<file path="config.mk">
export PLATFORM = sky130hd
export DESIGN_NAME = darkriscv_dbus_bridge
export DESIGN_NICKNAME = d
export VERILOG_FILES = /design/src/rtl/darkriscv_dbus_bridge.sv
export SDC_FILE = /design/constraint.sdc
export NUM_CORES = 1
export LEC_CHECK = 0
export BUFFER_PORTS_ARGS = -buffer_cell sky130_fd_sc_hd__buf_2
export CORE_UTILIZATION = 50
export DETAILED_ROUTE_END_ITERATION = 6
export GPL_ROUTABILITY_DRIVEN = 1
export PLACE_DENSITY = 0.8
export SLEW_MARGIN = 20
export SYNTH_ARGS = -nofsm -noshare
export SYNTH_HDL_FRONTEND = slang
export SYNTH_SLANG_ARGS = --single-unit
</file>
<file path="constraint.sdc">
create_clock -name CLK -period 2.4 [get_ports CLK]
set_input_delay 0.48 -clock CLK [delete_from_list [all_inputs] [get_ports CLK]]
set_output_delay 0.48 -clock CLK [all_outputs]
set_load 0.03 [all_outputs]
</file>
<file path="src/rtl/darkriscv_dbus_bridge.sv">
// Data-bus bridge from the darkriscv core data port to a word-wide memory port with byte enables.
// Stalls the core via HLT while busy; traps misaligned/illegal/timed-out accesses in a sticky error register.
module darkriscv_dbus_bridge #(
  parameter int TIMEOUT = 255
) (
  input  logic        CLK,
  input  logic        RES,
  input  logic        DAS,
  input  logic        DRD,
  input  logic        DWR,
  input  logic [2:0]  DLEN,
  input  logic [31:0] DADDR,
  input  logic [31:0] DATAO,
  output logic [31:0] DATAI,
  output logic        HLT,
  output logic        MEM_REQ,
  output logic        MEM_WE,
  output logic [3:0]  MEM_BE,
  output logic [31:0] MEM_ADDR,
  output logic [31:0] MEM_WDATA,
  input  logic        MEM_ACK,
  input  logic [31:0] MEM_RDATA,
  input  logic        ERR_CLR,
  output logic        ERR,
  output logic [31:0] ERR_ADDR
);

  typedef enum logic [1:0] {IDLE, BUSY, DONE} state_t;

  localparam logic [15:0] TMO_LAST = 16'(TIMEOUT - 1);

  state_t      state, state_nxt;
  logic [15:0] tmo_cnt;
  logic [31:0] addr_q;
  logic        rd_q;
  logic        start, bad, tmo_hit, err_set;
  logic [31:0] err_addr_new;
  logic [3:0]  be;
  logic [31:0] wdata;

  // Lane steering and legality check for the request currently on the core port.
  always_comb begin
    be    = 4'b0000;
    wdata = DATAO;
    bad   = 1'b0;
    case (DLEN)
      3'd1: begin
        be    = 4'b0001 << DADDR[1:0];
        wdata = {4{DATAO[7:0]}};
      end
      3'd2: begin
        be    = 4'b0011 << DADDR[1:0];
        wdata = {2{DATAO[15:0]}};
        bad   = DADDR[0];
      end
      3'd4: begin
        be  = 4'hF;
        bad = |DADDR[1:0];
      end
      default: bad = 1'b1;
    endcase
    if (DRD && DWR) bad = 1'b1;
  end

  assign start   = DAS && (DRD || DWR);
  assign tmo_hit = (state == BUSY) && !MEM_ACK && (tmo_cnt == TMO_LAST);
  assign HLT     = !RES && (((state == IDLE) && start) || (state == BUSY));

  always_ff @(posedge CLK) begin
    if (RES) state <= IDLE;
    else     state <= state_nxt;
  end

  always_comb begin
    state_nxt    = state;
    err_set      = 1'b0;
    err_addr_new = addr_q;
    case (state)
      IDLE: begin
        if (start) begin
          if (bad) begin
            state_nxt    = DONE;
            err_set      = 1'b1;
            err_addr_new = DADDR;
          end else begin
            state_nxt = BUSY;
          end
        end
      end
      BUSY: begin
        if (MEM_ACK) begin
          state_nxt = DONE;
        end else if (tmo_hit) begin
          state_nxt = DONE;
          err_set   = 1'b1;
        end
      end
      DONE:    state_nxt = IDLE;
      default: state_nxt = IDLE;
    endcase
  end

  always_ff @(posedge CLK) begin
    if (RES) begin
      DATAI     <= 32'h0;
      MEM_REQ   <= 1'b0;
      MEM_WE    <= 1'b0;
      MEM_BE    <= 4'h0;
      MEM_ADDR  <= 32'h0;
      MEM_WDATA <= 32'h0;
      addr_q    <= 32'h0;
      rd_q      <= 1'b0;
      tmo_cnt   <= 16'h0;
      ERR       <= 1'b0;
      ERR_ADDR  <= 32'h0;
    end else begin
      case (state)
        IDLE: begin
          if (start && !bad) begin
            MEM_REQ   <= 1'b1;
            MEM_WE    <= DWR;
            MEM_BE    <= be;
            MEM_ADDR  <= {DADDR[31:2], 2'b00};
            MEM_WDATA <= wdata;
            addr_q    <= DADDR;
            rd_q      <= DRD;
            tmo_cnt   <= 16'h0;
          end else if (start && DRD) begin
            DATAI <= 32'h0;
          end
        end
        BUSY: begin
          if (MEM_ACK) begin
            MEM_REQ <= 1'b0;
            if (rd_q) DATAI <= MEM_RDATA;
          end else if (tmo_hit) begin
            MEM_REQ <= 1'b0;
            DATAI   <= 32'h0;
          end else begin
            tmo_cnt <= tmo_cnt + 16'd1;
          end
        end
        default: ;
      endcase

      // A fresh error beats a simultaneous clear and re-arms the address capture.
      if (err_set) begin
        ERR <= 1'b1;
        if (!ERR || ERR_CLR) ERR_ADDR <= err_addr_new;
      end else if (ERR_CLR) begin
        ERR      <= 1'b0;
        ERR_ADDR <= 32'h0;
      end
    end
  end

endmodule

</file>
==> impl_metrics.py, run 1 <==
metrics = {
    "cts": {
        "cts_root_buf": "clkbuf_16",
        "htreeDepth": 4,
        "clockBufferDepth": 2,
        "cts.sinks": 154,
        "cts.clk_slew.worst_paths_ps": 60,
        "clk_latency_ps": 420,
        "cts_hold_buffers": 0,
        "cts_tree": "done",
        "numCtsBuffers": 17,
    },
    "placed_design": {
        "place_ws_ps": -104.5,
        "hpwl_mm": 12.94,
        "place_congestion": 0.8498,
        "place_inst": 1174,
        "io_buffers": 239,
    },
    "global_route": {
        "antenna_found_initial": 0,
        "grt_use_met3_pct": 7.034,
        "use_met1_pct": 31.40,
        "grt-ovfl-total": 0,
        "grt_max_degree": 86,
        "grt_pass1_wl_mm": 29.28,
        "grt_use_total_pct": 25.85,
        "grt.met2_usage_pct": 43.18,
        "grt_pass1_vias": 5970,
        "busiest_layer": "met2",
    },
    "sta": {
        "fin_crit_sh_pct": 101.9,
        "slew_violations": 0,
        "setup_viol": 6,
        "timing.fmax_ghz": 0.4091,
        "rsz0062_at_grt": "yes",
        "finalClockSkew_ps": 7.803,
        "finalCriticalPeriod_ps": 2444,
        "hold_violations": 0,
        "max_slew.worst_pin.slew_ps": 604.5,
        "fin_ws_ps": -44.46,
        "maxSlewHeadroom_pct": 59.70,
    },
    "synth": {
        "ys_async_sr_fraction_pct": 0,
        "ys_seq_area_share_pct": 44.20,
        "avgSynthCellArea_um2": 8.569,
        "syn_area_um2": 6975,
        "synth_warnings": 0,
        "synth-seq-cells": 154,
        "synth_edf_count": 0,
        "synth.distinct_cells": 46,
        "synth_ff_type": "dfxtp_1",
        "synthCells": 814,
    },
    "worst_setup_path": {
        "arrival_ps": 2770,
        "cp-end-kind": "flip-flop",
        "r2r-end": "ERR_ADDR[17]",
        "path_cells": "nor4bb_1, nand4_1, or4_4, a32oi_4, buf_6, clkbuf_16, a21oi_2, a311oi_2",
        "r2r_slack_ps": -40,
        "cp_top_family": "simple AND/OR/NAND/NOR gates",
        "start_kind": "flip-flop",
        "setup.worst_path.class": "reg2reg",
        "cp_slowest_cell": "or4_4",
        "cp.required_ps": 2730,
        "reg2reg_depth": 8,
        "timing.rr.start": "tmo_cnt[2]",
        "cp_slowest_stage_delay_ps": 550,
        "worst-path-buf-inv": 2,
        "crit_fanout": 5,
    },
    "min_path": {
        "hold_path_end": "DATAI[27]",
        "hold_class": "in2reg",
        "hold_depth": 3,
        "hp-start": "MEM_RDATA[27]",
    },
    "detailed_routing": {
        "vias_per_cell": 5.340,
        "detail-route-antenna-nets": 0,
        "dr.pass1.iters": 5,
        "drt-initial-drc-count": 409,
        "drt-total-wl_mm": 19.40,
        "wl_per_cell_um": 15.95,
        "drcViolationCount": 0,
        "dr_total_vias": 6493,
    },
    "floorplanning": {
        "die_w_um": 120.1,
        "die_h_um": 120.1,
        "row_count": 42,
        "io_pins": 242,
        "die_area_um2": 14430,
        "core_region_area_um2": 13400,
        "start_util_pct": 52.05,
    },
    "pwr": {
        "irDropWorstVdd_v": 0.0005325,
        "leakage_nw": 3.953,
        "power_density_nw_per_um2": 722.0,
    },
    "final_layout": {
        "area_growth_pct": 31.98,
        "antenna_cells": 0,
        "fin_cells": 1216,
        "fin_nets": 1135,
        "final_layout_size_suffix_gt1_share_pct": 35.87,
        "layout_commonest_cell": "buf_2",
        "final_cell_mix": "buf_2 (238), nand2_1 (185), dfxtp_1 (152)",
    },
    "run_status": {
        "violations": "setup timing",
        "outcome": "finished, violations left",
    },
    "job": {
        "maxCapViolCount": 0,
    },
}
-- worst reg2reg max path: cells and delay by family (launching register included) --
family | cells | cell delay (ps)
flip-flops | 1 | 370
buffers and inverters | 2 | 370
AND/OR/NAND/NOR | 3 | 1040
AO/OA/AOI/OAI | 3 | 570
-- logic make-up (layout without fill, tap and decap cells) --
kind of cell	count (synthesis)	count (layout)	synth area share, %
compound gates	167	167	18.40
flops	154	154	44.20
mux	41	41	5.883
buf+inv	100	325	8.018
simple gates	338	338	21.70
other cells	1	2	0.05376
xor+xnor	11	11	1.381
fa+ha+maj	2	2	0.3587
-- Yosys cell counts, drive strengths merged (2+ instances only) --
library cell	instances	area share, %
nor3	26	1.9
nor3b	3	0.32
mux2i	41	5.9
nand2b	33	3.0
buf	48	5.2
a22oi	10	1.1
nor4b	3	0.38
or3b	3	0.38
and4	2	0.25
and2	3	0.27
o21ai	6	0.43
nand4	4	0.36
or3	5	0.45
dfxtp	154	44
clkbuf	46	2.5
o211ai	4	0.50
nand3	6	0.43
nor2b	3	0.27
a311oi	32	6.5
xnor2	6	0.75
a21oi	80	5.7
inv	5	0.27
nand2	186	10
xor2	5	0.63
ha	2	0.36
a211oi	30	3.2
nor2	55	3.0
-- state kept, by name (all words and copies together) (netlist names), 2 cells and up --
| register | count |
|---|---|
| MEM_BE | 4 |
| ERR_ADDR | 32 |
| state | 2 |
| DATAI | 32 |
| tmo_cnt | 16 |
| addr_q | 32 |
| MEM_WDATA | 32 |
-- where the power goes --
| part | internal, mW | leakage [nW] | switching [mW] |
|---|---|---|---|
| registers | 2.65 | 1.25 | 0.0543 |
| clock network | 1.83 | 0.303 | 1.07 |
| logic | 0.413 | 2.40 | 0.639 |
-- stage by stage --
step	utilization, %	instance area, um2	power [mW]	TNS, ps	hold slack (ps)
6_report	68.70	9206	6.647	-86.02	297.4
5_1_grt	68.70	9206	6.872	-3079	293.2
4_1_cts	66.55	8917	6.569	-6.151	285.8
3_5_place_dp	61.75	8274	3.691	-1875	443.9
3_3_place_gp	61.75	8274	3.679	-494.7	439.9
2_1_floorplan	-	6979	3.381	0	436.6
-- per-layer routing --
layer / vias to the layer above / part of all wire (%)
met4: 0 / 2.1
li1: 3207 / -
met5: - / 0
met2: 264 / 48
met3: 33 / 7.7
met1: 2989 / 42
-- area by class of cell --
| class | instances | area (um2) |
|---|---|---|
| fill | 1084 | 4194 |
| tap | 176 | 220.2 |
| timing repair buffer | 287 | 1787 |
| multi-input combinational | 561 | 3452 |
| clock buffer | 22 | 474.2 |
| inverter | 6 | 22.52 |
| clock inverter | 10 | 165.2 |
| sequential | 154 | 3085 |
-- worst max path at each step --
| stage | startpoint | end | slack [ps] | cells after the start |
|---|---|---|---|---|
| floorplan | tmo_cnt[1] | ERR_ADDR[10] | 180 | 8 |
| global placement | DADDR[0] | ERR_ADDR[26] | -20 | 8 |
| detailed placement | DADDR[0] | ERR_ADDR[0] | -100 | 8 |
| CTS | tmo_cnt[0] | ERR_ADDR[28] | -6 | 9 |
| global route | tmo_cnt[0] | ERR_ADDR[17] | -180 | 10 |
| finish | tmo_cnt[2] | ERR_ADDR[17] | -40 | 8 |
-- what timing repair did --
item / CTS / global route
pin swaps: 1 / 33
setup endpoints to repair: 4 / 64
gates resized for setup: 1 / 28
hold endpoints to repair: 0 / 0
buffers inserted: 0 / 4
gates cloned: 0 / 6
No activity file was read; power rests on OpenSTA's default activity.
==> run 2, diff against run 1 <==
--- a/config.mk
+++ b/config.mk
@@ -9,6 +9,7 @@
 export CORE_UTILIZATION = 50
 export DETAILED_ROUTE_END_ITERATION = 6
 export GPL_ROUTABILITY_DRIVEN = 1
+export MAX_ROUTING_LAYER = met4
 export PLACE_DENSITY = 0.8
 export SLEW_MARGIN = 20
 export SYNTH_ARGS = -nofsm -noshare
==> impl_metrics.py, run 2 (synthesis gave the netlist of run 1 again) <==
metrics = {
    "worst_setup_path": {
        "crit_fanout": 5,
        "start_kind": "flip-flop",
        "setup.worst_path.class": "reg2reg",
        "cp_top_family": "simple AND/OR/NAND/NOR gates",
        "worst-path-buf-inv": 2,
        "cp-end-kind": "flip-flop",
        "cp.required_ps": 2730,
        "cp_slowest_cell": "or4_4",
        "cp_slowest_stage_delay_ps": 550,
        "arrival_ps": 2770,
        "path_cells": "nor4bb_1, nand4_1, or4_4, a32oi_4, buf_6, clkbuf_16, a21oi_2, a311oi_2",
    },
    "pwr": {
        "pwr-share-clk_pct": 43.5,
        "sw_frac_of_total_pct": 26.47,
        "p_switching_mw": 1.758,
        "p_comb_share_pct": 15.8,
        "power_density_nw_per_um2": 721.3,
        "p_int_mw": 4.883,
        "irDropWorstVdd_v": 0.0005311,
        "pwr-share-seq_pct": 40.7,
        "leakage_nw": 3.954,
    },
    "cts": {
        "numCtsBuffers": 17,
        "clk_latency_ps": 420,
        "cts.clk_slew.worst_paths_ps": 60,
        "clockBufferDepth": 2,
        "cts_root_buf": "clkbuf_16",
        "cts.sinks": 154,
        "cts_tree": "done",
        "htreeDepth": 4,
        "cts_hold_buffers": 0,
    },
    "detailed_routing": {
        "drt-initial-drc-count": 417,
        "wl_per_cell_um": 16.01,
        "dr_total_vias": 6545,
        "drt-total-wl_mm": 19.46,
        "dr.pass1.iters": 7,
        "detail-route-antenna-nets": 0,
        "drcViolationCount": 0,
        "vias_per_cell": 5.382,
    },
    "floorplanning": {
        "row_count": 42,
        "die_w_um": 120.1,
        "die_area_um2": 14430,
        "start_util_pct": 52.05,
        "io_pins": 242,
        "die_h_um": 120.1,
        "core_region_area_um2": 13400,
    },
    "placed_design": {
        "placed_cell_area_um2": 8274,
        "hpwl_mm": 12.94,
        "place_congestion": 0.8632,
        "place_inst": 1174,
        "io_buffers": 239,
    },
    "min_path": {
        "hold_class": "in2reg",
    },
    "final_layout": {
        "antenna_cells": 0,
        "final_design_area_no_fill_um2": 9206,
        "final_layout_size_suffix_gt1_share_pct": 35.87,
        "final_cell_mix": "buf_2 (238), nand2_1 (185), dfxtp_1 (152)",
        "n_fill_cell": 1084,
        "utilization_pct": 68.70,
        "layout_commonest_cell": "buf_2",
        "fin_nets": 1135,
        "fin_cells": 1216,
        "area_growth_pct": 31.98,
    },
    "sta": {
        "max_slew.worst_pin.slew_ps": 617.5,
        "timing.fmax_ghz": 0.4095,
        "finalCriticalPeriod_ps": 2442,
        "hold_violations": 0,
        "rsz0062_at_grt": "yes",
        "finalClockSkew_ps": 7.302,
        "fin_ws_ps": -42.14,
        "maxSlewHeadroom_pct": 58.84,
        "slew_violations": 0,
        "fin_crit_sh_pct": 101.8,
        "setup_viol": 3,
    },
    "global_route": {
        "grt_pass1_wl_mm": 29.28,
        "grt_max_degree": 86,
        "grt_pass1_vias": 5956,
        "grt_use_total_pct": 26.55,
        "antenna_found_initial": 0,
        "grt-ovfl-total": 0,
    },
    "run_status": {
        "outcome": "finished, violations left",
        "violations": "setup timing",
    },
    "job": {
        "maxCapViolCount": 0,
    },
}
run 2: final cells by class:
type                            count  area (um2)  share of cell area [%]
Multi-Input combinational cell    561        3452                   37.50
Sequential cell                   154        3085                   33.51
Timing Repair Buffer              287        1787                   19.41
Clock buffer                       22       474.2                   5.151
Tap cell                          176       220.2                   2.392
Clock inverter                     10       165.2                   1.794
Inverter                            6       22.52                  0.2446
run 2: worst reg2reg max path, delay by kind of cell (launching register included):
kind,cells,cell delay [ps]
AND/OR/NAND/NOR,3,1040
buffers and inverters,2,360
flip-flops,1,370
AO/OA/AOI/OAI,3,570
run 2: repair_timing:
action                     in CTS  in global routing
setup buffers                   0                  4
pin swaps                       1                 36
setup endpoints to repair       4                 64
cloned                          0                  6
resized for setup               1                 28
run 2: path summary, 6_finish.rpt:
path,start,to,slack [ps],cells after the start
max,tmo_cnt[2],ERR_ADDR[17],-40,8
min reg2reg,addr_q[0],addr_q[0],460,2
max reg2reg,tmo_cnt[2],ERR_ADDR[17],-40,8
min,MEM_RDATA[27],DATAI[27],300,3
run 2: per-layer routing:
metal	track usage, %	vias to the layer above	share of wire [%]
li1	-	3206	-
met1	31.67	3029	42
met2	43.28	277	48
met3	7.129	33	7.8
met4	8.750	0	1.9
met5	-	-	0
run 2: through the flow:
stage | hold WS, ps | TNS [ps] | power (mW) | worst slack (ps)
after floorplan | 436.6 | 0 | 3.381 | 183.4
after global routing | 292.3 | -2890 | 6.871 | -180.9
after detailed placement | 443.9 | -1875 | 3.691 | -104.5
after global placement | 439.9 | -494.7 | 3.679 | -23.87
after CTS | 285.8 | -6.151 | 6.569 | -6.151
final | 298.4 | -59.32 | 6.641 | -42.14
run 2: power groups by stage:
stage	clock [mW]	combinational (mW)	sequential, mW
detailed placement	0	0.941	2.75
global placement	0	0.931	2.75
floorplan	0	0.488	2.89
finish	2.89	1.05	2.70
global route	3.05	1.12	2.71
CTS	2.93	0.946	2.69
==> run 3, diff against run 2 <==
--- a/config.mk
+++ b/config.mk
@@ -15,3 +15,4 @@
 export SYNTH_ARGS = -nofsm -noshare
 export SYNTH_HDL_FRONTEND = slang
 export SYNTH_SLANG_ARGS = --single-unit
+export TNS_END_PERCENT = 50
==> impl_metrics.py, run 3 (synthesis gave the netlist of run 1 again) <==
metrics = {
    "run_status": {
        "outcome": "finished, violations left",
        "violations": "setup timing",
    },
    "detailed_routing": {
        "vias_per_cell": 5.389,
        "drt-initial-drc-count": 405,
        "drt-total-wl_mm": 19.50,
        "detail-route-antenna-nets": 0,
        "dr_total_vias": 6553,
        "drcViolationCount": 0,
        "dr.pass1.iters": 6,
        "wl_per_cell_um": 16.04,
    },
    "global_route": {
        "grt_pass1_wl_mm": 29.29,
        "grt_use_total_pct": 26.56,
        "antenna_found_initial": 0,
        "grt_pass1_vias": 5960,
        "grt-ovfl-total": 0,
        "grt_max_degree": 86,
    },
    "sta": {
        "maxSlewHeadroom_pct": 59.04,
        "setup_viol": 3,
        "max_slew.worst_pin.slew_ps": 614.4,
        "rsz0062_at_grt": "yes",
        "timing.hold.ws_ps": 299.5,
        "fin_crit_sh_pct": 101.9,
        "timing.fmax_ghz": 0.4090,
        "fin_ws_ps": -44.81,
        "finalCriticalPeriod_ps": 2445,
        "hold_violations": 0,
        "finalClockSkew_ps": 8.079,
        "slew_violations": 0,
    },
    "job": {
        "maxCapViolCount": 0,
    },
    "final_layout": {
        "fin_nets": 1135,
        "antenna_cells": 0,
        "n_fill_cell": 1084,
        "fin_cells": 1216,
        "layout_commonest_cell": "buf_2",
        "final_layout_size_suffix_gt1_share_pct": 35.87,
        "multi_input_area_um2": 3452,
        "final_cell_mix": "buf_2 (238), nand2_1 (185), dfxtp_1 (152)",
        "area_growth_pct": 31.98,
        "regArea_um2": 3085,
    },
    "placed_design": {
        "place_inst": 1174,
        "io_buffers": 239,
        "place_congestion": 0.8632,
        "hpwl_mm": 12.94,
    },
    "pwr": {
        "leakage_nw": 3.954,
        "irDropWorstVdd_v": 0.0005290,
        "power_density_nw_per_um2": 721.4,
    },
    "cts": {
        "numCtsBuffers": 17,
        "cts.clk_slew.worst_paths_ps": 60,
        "cts.sinks": 154,
        "cts_tree": "done",
        "cts_hold_buffers": 0,
        "cts_root_buf": "clkbuf_16",
        "clockBufferDepth": 2,
        "clk_latency_ps": 420,
        "htreeDepth": 4,
    },
    "worst_setup_path": {
        "crit_fanout": 5,
        "setup.worst_path.class": "reg2reg",
        "cp-end-kind": "flip-flop",
        "arrival_ps": 2770,
        "cp.required_ps": 2730,
        "start_kind": "flip-flop",
    },
    "floorplanning": {
        "die_area_um2": 14430,
        "io_pins": 242,
        "core_region_area_um2": 13400,
        "start_util_pct": 52.05,
        "die_h_um": 120.1,
        "row_count": 42,
        "die_w_um": 120.1,
    },
    "min_path": {
        "hold_class": "in2reg",
    },
}
## run 3: worst paths after layout
path / slack, ps / startpoint / to / cells past startpoint
setup / recovery: -40 / tmo_cnt[2] / ERR_ADDR[17] / 8
hold / removal: 300 / MEM_RDATA[27] / DATAI[27] / 3
setup reg to reg: -40 / tmo_cnt[2] / ERR_ADDR[17] / 8
hold reg to reg: 460 / MEM_WDATA[1] / MEM_WDATA[1] / 2
## run 3: critical path: stages, from the launching register on
cell	delay, ps
dfxtp_1	370
nor4bb_1	300
nand4_1	190
or4_4	550
a32oi_4	310
buf_6	200
clkbuf_16	160
a21oi_2	40
a311oi_2	220
## run 3: timing repair
| action | in CTS | in global routing |
|---|---|---|
| gates cloned | 0 | 6 |
| hold endpoints to repair | 0 | 0 |
| setup buffers | 0 | 4 |
| gates resized for setup | 1 | 28 |
| pin swaps | 1 | 36 |
| setup endpoints to repair | 4 | 64 |
## run 3: final cells by class
cell class	count	share of cell area, %
flip-flops and latches	154	33.51
well taps	176	2.392
clock buffers	22	5.151
clock inverters	10	1.794
multi-input cells	561	37.50
inverters	6	0.2446
repair buffers	287	19.41
## run 3: per-layer routing
metal	wire [um]	global-route usage (%)	vias to the layer above
met5	0	-	-
met4	395	8.750	0
met2	9447	43.25	277
met1	8109	31.73	3030
met3	1550	7.129	40
li1	-	-	3206
## run 3: metrics by stage
step           worst slack (ps)  utilization (%)  total power, mW  cell area [um2]  setup TNS [ps]
2_1_floorplan             183.4                -            3.381             6979               0
3_3_place_gp             -23.87            61.75            3.679             8274          -494.7
3_5_place_dp             -104.5            61.75            3.691             8274           -1875
4_1_cts                  -6.151            66.55            6.569             8917          -6.151
5_1_grt                  -180.9            68.70            6.871             9206           -2890
6_report                 -44.81            68.70            6.642             9206          -64.34
## run 3: report_power, final
| part | internal [mW] | switching, mW | total (mW) |
|---|---|---|---|
| clock network | 1.83 | 1.06 | 2.89 |
| registers | 2.65 | 0.0546 | 2.70 |
| logic | 0.412 | 0.640 | 1.05 |
